===== src/rtl/note_player_pkg.sv =====
// Shared types and constants for the note player: state encoding, note field
// widths, pitch limits and the transpose saturation helper.
package note_player_pkg;

  localparam int unsigned PITCH_W = 6;
  localparam int unsigned LEN_W   = 5;
  localparam int unsigned INSTR_W = 4;

  localparam logic [PITCH_W-1:0] PITCH_REST = 6'd0;
  localparam logic [PITCH_W-1:0] PITCH_MAX  = 6'd63;

  localparam logic [2:0] ST_IDLE_ENC    = 3'd0;
  localparam logic [2:0] ST_REQUEST_ENC = 3'd1;
  localparam logic [2:0] ST_WAIT_ENC    = 3'd2;
  localparam logic [2:0] ST_PLAY_ENC    = 3'd3;

  typedef enum logic [2:0] {
    StIdle     = ST_IDLE_ENC,
    StRequest  = ST_REQUEST_ENC,
    StWaitNote = ST_WAIT_ENC,
    StPlay     = ST_PLAY_ENC
  } state_e;

  // Shift a pitch by a signed offset, saturating to 1..PITCH_MAX; rests stay rests.
  function automatic logic [PITCH_W-1:0] transpose_pitch(input logic [PITCH_W-1:0] note,
                                                         input logic signed [4:0]   shift);
    logic signed [7:0] sum;
    sum = $signed({2'b00, note}) + $signed({{3{shift[4]}}, shift});
    if (note == PITCH_REST) begin
      return PITCH_REST;
    end else if (sum < 8'sd1) begin
      return 6'd1;
    end else if (sum > 8'sd63) begin
      return PITCH_MAX;
    end
    return sum[PITCH_W-1:0];
  endfunction

endpackage


===== src/rtl/note_timer.sv =====
// Loadable note-duration down-counter. Decrements on tick while non-zero;
// a load takes priority over a coincident tick.
module note_timer #(
  parameter int unsigned WIDTH     = 8,
  parameter int unsigned GAP_TICKS = 1
) (
  input  logic             i_clk,
  input  logic             i_rst,
  input  logic             i_load,
  input  logic [WIDTH-1:0] i_load_val,
  input  logic             i_tick,
  output logic [WIDTH-1:0] o_remaining,
  output logic             o_done,
  output logic             o_in_gap
);

  logic [WIDTH-1:0] remaining_q;

  // Remaining-tick counter.
  always_ff @(posedge i_clk) begin
    if (i_rst) begin
      remaining_q <= '0;
    end else if (i_load) begin
      remaining_q <= i_load_val;
    end else if (i_tick && (remaining_q != '0)) begin
      remaining_q <= remaining_q - 1'b1;
    end
  end

  assign o_remaining = remaining_q;
  // This tick takes the count to zero.
  assign o_done      = i_tick && !i_load && (remaining_q == WIDTH'(1));
  assign o_in_gap    = (remaining_q <= WIDTH'(GAP_TICKS));

endmodule


===== src/rtl/note_player.sv =====
// Note player: requests notes from the pattern sequencer, holds each for its
// length in frame ticks and drives gate/pitch/instrument to the voice stage.
// Optional macro NOTE_PLAYER_TRANSPOSE_EN adds a saturating pitch transpose input.
module note_player
  import note_player_pkg::*;
#(
  parameter int unsigned LEN_UNIT_TICKS = 6,
  parameter int unsigned GAP_TICKS      = 1,
  parameter int unsigned TIMEOUT_CYCLES = 15
) (
  input  logic               i_clk,
  input  logic               i_rst,
  input  logic               i_enable,
  input  logic               i_tick,
  output logic               o_note_stb,
  input  logic               i_note_valid,
  input  logic [PITCH_W-1:0] i_note,
  input  logic [LEN_W-1:0]   i_note_len,
  input  logic [INSTR_W-1:0] i_instrument,
`ifdef NOTE_PLAYER_TRANSPOSE_EN
  input  logic signed [4:0]  i_transpose,
`endif
  output logic               o_gate,
  output logic [PITCH_W-1:0] o_pitch,
  output logic [INSTR_W-1:0] o_instrument,
  output logic               o_note_on,
  output logic               o_error
);

  localparam int unsigned REM_W = $clog2(32 * LEN_UNIT_TICKS + 1);

  state_e             state_q;
  logic [7:0]         wait_cnt_q;
  logic               capture;
  logic [REM_W-1:0]   load_val;
  logic [PITCH_W-1:0] capture_pitch;
  logic [REM_W-1:0]   remaining;
  logic               done;
  logic               in_gap;

  assign capture  = (state_q == StWaitNote) && i_enable && i_note_valid;
  assign load_val = REM_W'((32'(i_note_len) + 32'd1) * LEN_UNIT_TICKS);

`ifdef NOTE_PLAYER_TRANSPOSE_EN
  assign capture_pitch = transpose_pitch(i_note, i_transpose);
`else
  assign capture_pitch = i_note;
`endif

  note_timer #(
    .WIDTH     (REM_W),
    .GAP_TICKS (GAP_TICKS)
  ) u_timer (
    .i_clk       (i_clk),
    .i_rst       (i_rst),
    .i_load      (capture),
    .i_load_val  (load_val),
    .i_tick      (i_tick && (state_q == StPlay)),
    .o_remaining (remaining),
    .o_done      (done),
    .o_in_gap    (in_gap)
  );

  // Request/play sequencing with registered outputs.
  always_ff @(posedge i_clk) begin
    if (i_rst) begin
      state_q      <= StIdle;
      wait_cnt_q   <= '0;
      o_note_stb   <= 1'b0;
      o_gate       <= 1'b0;
      o_pitch      <= PITCH_REST;
      o_instrument <= '0;
      o_note_on    <= 1'b0;
      o_error      <= 1'b0;
    end else begin
      o_note_stb <= 1'b0;
      o_note_on  <= 1'b0;
      o_error    <= 1'b0;
      case (state_q)
        StIdle: begin
          o_gate <= 1'b0;
          if (i_enable) begin
            state_q    <= StRequest;
            o_note_stb <= 1'b1;
          end
        end
        StRequest: begin
          o_gate     <= 1'b0;
          wait_cnt_q <= '0;
          state_q    <= StWaitNote;
        end
        StWaitNote: begin
          o_gate <= 1'b0;
          if (!i_enable) begin
            state_q <= StIdle;
          end else if (i_note_valid) begin
            o_pitch      <= capture_pitch;
            o_instrument <= i_instrument;
            o_note_on    <= (capture_pitch != PITCH_REST);
            state_q      <= StPlay;
          end else if (wait_cnt_q == 8'(TIMEOUT_CYCLES - 1)) begin
            o_error <= 1'b1;
            state_q <= StIdle;
          end else begin
            wait_cnt_q <= wait_cnt_q + 8'd1;
          end
        end
        StPlay: begin
          if (!i_enable) begin
            o_gate  <= 1'b0;
            state_q <= StIdle;
          end else begin
            // Gate follows the count one cycle late; released for the final gap ticks.
            o_gate <= (o_pitch != PITCH_REST) && (remaining != '0) && !in_gap;
            if (done) begin
              state_q    <= StRequest;
              o_note_stb <= 1'b1;
            end
          end
        end
        default: begin
          o_gate  <= 1'b0;
          state_q <= StIdle;
        end
      endcase
    end
  end

endmodule


===== config.mk =====
export PLATFORM = sky130hd
export DESIGN_NAME = note_player
export DESIGN_NICKNAME = d
export VERILOG_FILES = /design/src/rtl/note_player_pkg.sv /design/src/rtl/note_timer.sv /design/src/rtl/note_player.sv
export SDC_FILE = /design/constraint.sdc
export NUM_CORES = 1
export LEC_CHECK = 0
export ABC_AREA = 1
export BUFFER_PORTS_ARGS = -buffer_cell sky130_fd_sc_hd__buf_2
export CAP_MARGIN = 15
export CORE_ASPECT_RATIO = 2
export CORE_UTILIZATION = 40
export CTS_CLUSTER_SIZE = 12
export DETAILED_ROUTE_END_ITERATION = 16
export HOLD_SLACK_MARGIN = 0.02
export PLACE_DENSITY = 0.6
export SLEW_MARGIN = 30
export SYNTH_ARGS = -nofsm -noshare
export SYNTH_HDL_FRONTEND = slang
export SYNTH_SLANG_ARGS = --single-unit
export TNS_END_PERCENT = 10

===== constraint.sdc =====
create_clock -name i_clk -period 2.09 [get_ports i_clk]
set_input_delay 0.3135 -clock i_clk [delete_from_list [all_inputs] [get_ports i_clk]]
set_output_delay 0.3135 -clock i_clk [all_outputs]
set_load 0.02 [all_outputs]

==> run summary <==
ROUTING
-----------------------------------------------------------------------------------------------------
Drc violations                                                                                      0
Total wire length after detailed routing                                                      4.97 mm
Routed vias                                                                                      2057
Iteration-0 DRC Markers                                                                            38
Met3 routed WL                                                                                  99 µm
Top Layer Used                                                                                   met4
Via density per instance                                                                         4.99
First-pass detailed-route iteration total                                                           4
Wl on met1                                                                                    1.75 mm
Wire per inst                                                                                 12.1 µm
Remaining antenna violation count after routing                                                     0
Routed wire length on met2                                                                    2.95 mm

PWR
-----------------------------------------------------------------------------------------------------
Highest ir drop seen on vdd                                                                  0.577 mV
Static leakage                                                                                1.26 nW
Clock share of power                                                                            30.5%
Fraction of power consumed by combinational cells                                               33.4%
P_int                                                                                         1.25 mW
Total design power                                                                            1.96 mW
Pwr per Cell Area                                                                          814 nW/µm²
Sw Pwr                                                                                       0.718 mW
Sequential Power Share                                                                          36.1%
Sw frac                                                                                         36.6%

FINAL LAYOUT
-----------------------------------------------------------------------------------------------------
Area Growth Syn to Fin                                                                          15.2%
Area of all placed cells without fillers                                                     2410 µm²
Number of nets in the finished design                                                             389
FF/Latch Area                                                                                 641 µm²
Post-layout util                                                                                48.7%
Multi-input gate area                                                                        1200 µm²
Count of fill cells added during filler insertion                                                 526
Diodes inserted                                                                                     0
Share of layout cells above drive strength 1                                                    17.2%
Final std cells w/o fill                                                                          412

SYNTH
-----------------------------------------------------------------------------------------------------
Net count after synthesis                                                                         353
Synthesis-stage register bit count                                                                 32
Post-synth top area share                                                                       30.6%
Post-synthesis share of cell area spent on full adders, half adders and majority gates          9.32%
Area of the mapped netlist                                                                   2090 µm²
Distinct cell type count of the synthesized netlist                                                30
Compound-Gate Fraction of Synth Area                                                            6.46%
Sequential share of the synthesized area                                                        30.6%
Top cells by area, synth                                                                 sky130_fd_sc_hd__dfxtp_1 31%, sky130_fd_sc_hd__nand2_1 14%, sky130_fd_sc_hd__inv_1 9.5%
Most frequently used cell type in the post-synthesis netlist                             sky130_fd_sc_hd__nand2_1
YS warnings                                                                                         0
Combinational family with the most area after synthesis                                  simple AND/OR/NAND/NOR gates
Most common flop cell mapped by yosys                                                    sky130_fd_sc_hd__dfxtp_1
Count of flip-flops with a built-in enable after synthesis                                          0
Multiplexer area fraction after synthesis                                                          0%
Mean instance size in the synthesized netlist                                                6.58 µm²
Post-synthesis share of cell area spent on xor and xnor gates                                   1.67%
Synthesized-area fraction occupied by and/or/nand/nor cells                                     39.9%
Ranking of synthesized cells by instance count                                           79 x sky130_fd_sc_hd__nand2_1, 53 x sky130_fd_sc_hd__inv_1, 36 x sky130_fd_sc_hd__nor2_1, 34 x sky130_fd_sc_hd__nand3_1, 32 x sky130_fd_sc_hd__dfxtp_1
Share of async-settable or async-resettable flops after synthesis                                  0%
Synth Instances                                                                                   318
Cell taking the most area after synthesis                                                sky130_fd_sc_hd__dfxtp_1

CRITICAL PATH
-----------------------------------------------------------------------------------------------------
Critical Setup Path Class                                                                     reg2reg
Worst reg-to-reg setup slack                                                                  0.28 ns
Startpoint of the lowest-slack register-to-register path                                   state_q[0]
Stage delay of the slowest cell on the critical path                                          0.40 ns
Chain of cells forming the critical path                                                 inv_1, ha_1, nand3_1, inv_1, nor2_4, nand2_1, nand3_1, nand2_1, inv_1
Critical path fanouts, max                                                                          7
Crit path top cell by count                                                              sky130_fd_sc_hd__inv_1
Type of element capturing the critical path                                                 flip-flop
Terminus of the critical flop-to-flop path                                               u_timer.o_remaining[5]
Worst reg2reg path depth                                                                            9
Kind of start point of the critical path                                                    flip-flop
Required time reported for the critical path endpoint                                         2.33 ns
Cell type of the slowest stage on the worst timing path                                  sky130_fd_sc_hd__dfxtp_1
Data arrival time of the critical path                                                        2.04 ns

CLOCKING
-----------------------------------------------------------------------------------------------------
Maximum root-to-sink buffer count                                                                   2
CTS Hold Buffers Added                                                                              0
Number of buffers created by CTS                                                                    5
Number of levels the H-tree was split into                                                          2
Setup bufs post-CTS                                                                                 0
Skew-Pair Late Insertion Delay                                                                0.29 ns
Clock input transition at the sequential cells of the worst setup and hold paths              0.07 ns
CTS Root Cell                                                                            sky130_fd_sc_hd__clkbuf_8
TritonCTS clock tree                                                                              yes
CTS sink cnt                                                                                       32
Number of resized instances in the post-cts repair step                                             0

OUTCOME
-----------------------------------------------------------------------------------------------------
Status                                                                                   finished, final reports clean

STA
-----------------------------------------------------------------------------------------------------
Setup TNS                                                                                        0 ns
Worst-Margin Slew                                                                            0.356 ns
Number of hold violations in the final report                                                       0
Max-slew violation total from the final report                                                      0
Fmax                                                                                          554 MHz
Tmin final                                                                                    1.81 ns
Setup violations, final                                                                             0
Clock skew after layout                                                                    0.00371 ns
Unrepaired setup endpoints after global routing                                                 false
Relative slew slack                                                                             76.3%
Fraction of the cycle the final worst path needs                                                86.4%

MIN PATH
-----------------------------------------------------------------------------------------------------
Worst hold-check path type                                                                     in2reg
Min-Delay Startpoint                                                                     i_instrument[0]
Endpoint with the worst hold slack                                                       o_instrument[0]
Worst hold path depth                                                                               3

FLOORPLAN
-----------------------------------------------------------------------------------------------------
Die outline width                                                                             53.2 µm
Number of core rows                                                                                36
Total Die Area                                                                               5540 µm²
Die Y                                                                                          104 µm
Initial Util                                                                                    42.2%
Core footprint                                                                               4950 µm²
IO Count                                                                                           34

GLOBAL ROUTE
-----------------------------------------------------------------------------------------------------
Gr usage total                                                                                  20.7%
Pin count of the biggest net entering global routing                                               16
GRT overflow                                                                                        0
First-pass GRT wire length                                                                    8.51 mm
Number of antenna violations at the first check in global routing                                   0
Number of global-route vias before repair                                                        2030

PLACED DESIGN
-----------------------------------------------------------------------------------------------------
Weighted congestion reported at the end of routability-driven placement                         0.846
Placed instance count                                                                             404
Number of buffers inserted by port buffering                                                       33
Half-perimeter wire length after detailed placement                                           3.99 mm
Placed cell area                                                                             2300 µm²

JOB
-----------------------------------------------------------------------------------------------------
Max-cap violations                                                                                  0

-- logic make-up after synthesis --
family | after synthesis
and+or+nand+nor | 181
buffers and inverters | 61
xor gates and xnor gates | 4
AOI/OAI and AO/OA | 25
DFF | 32
adders and majority gates | 15
-- power by group through the flow --
| stage | logic [mW] | registers, mW | clock network, mW |
|---|---|---|---|
| after floorplan | 0.520 | 0.734 | 0 |
| after global placement | 0.654 | 0.722 | 0 |
| after detailed placement | 0.661 | 0.723 | 0 |
| after CTS | 0.663 | 0.708 | 0.618 |
| after global routing | 0.768 | 0.716 | 0.639 |
| final | 0.656 | 0.708 | 0.600 |
-- through the flow --
stage / worst slack [ns] / hold WS, ns
detailed placement: 0.0893 / 0.458
global route: 0.0815 / 0.216
floorplan: 0.381 / 0.391
finish: 0.284 / 0.210
global placement: 0.151 / 0.447
CTS: 0.239 / 0.202
-- metal layers --
layer,vias up,global-route usage [%]
met3,10,2.34
li1,1075,-
met5,-,0
met2,29,40.9
met1,943,18.1
met4,0,11.1
-- critical path: cells and delay by family (launching register included) --
| family | cells | cell delay (ns) |
|---|---|---|
| adder cells (fa/ha/maj) | 1 | 0.26 |
| buffers and inverters | 3 | 0.39 |
| flip-flops | 1 | 0.40 |
| AND/OR/NAND/NOR | 5 | 0.70 |
-- sequential cells by signal, summed over array words and instances, names as in the netlist --
signal	cells
state_q	2
o_note_on	1
o_error	1
o_gate	1
o_instrument	4
u_timer.o_remaining	8
o_pitch	6
wait_cnt_q	8
o_note_stb	1
-- layout make-up --
type	instances	share of cell area [%]
clock buffers	5	2.85
well taps	57	2.96
flip-flops and latches	32	26.6
clock inverters	3	1.76
inverters	55	8.56
repair buffers	35	7.47
multi-input cells	225	49.8
-- placed cells by master (no fill, tap or decap), types with 2 or more instances in the layout --
cell type,count
sky130_fd_sc_hd__buf_4,2
sky130_fd_sc_hd__nand4_1,12
sky130_fd_sc_hd__nor2_1,36
sky130_fd_sc_hd__a21oi_1,11
sky130_fd_sc_hd__nand2_2,5
sky130_fd_sc_hd__dfxtp_1,32
sky130_fd_sc_hd__inv_1,53
sky130_fd_sc_hd__buf_2,33
sky130_fd_sc_hd__nor2_4,5
sky130_fd_sc_hd__inv_2,2
sky130_fd_sc_hd__nor3_1,2
sky130_fd_sc_hd__a31oi_1,2
sky130_fd_sc_hd__o21ai_1,3
sky130_fd_sc_hd__o21ai_0,6
sky130_fd_sc_hd__xnor2_1,2
sky130_fd_sc_hd__clkbuf_8,5
sky130_fd_sc_hd__xor2_1,2
sky130_fd_sc_hd__nand3_1,34
sky130_fd_sc_hd__nor2_2,3
sky130_fd_sc_hd__ha_1,14
sky130_fd_sc_hd__nand2_1,79
-- how the worst max path moves through the flow --
stage,start,to,slack [ns],depth (start not counted)
floorplan,i_note_len[0],u_timer.o_remaining[6],0.38,11
global placement,i_note_len[0],u_timer.o_remaining[7],0.15,12
detailed placement,i_note_len[0],u_timer.o_remaining[7],0.09,12
CTS,state_q[0],u_timer.o_remaining[3],0.24,9
global route,state_q[0],u_timer.o_remaining[7],0.08,9
finish,state_q[0],u_timer.o_remaining[5],0.28,9
(Power assumes the default switching activity.)
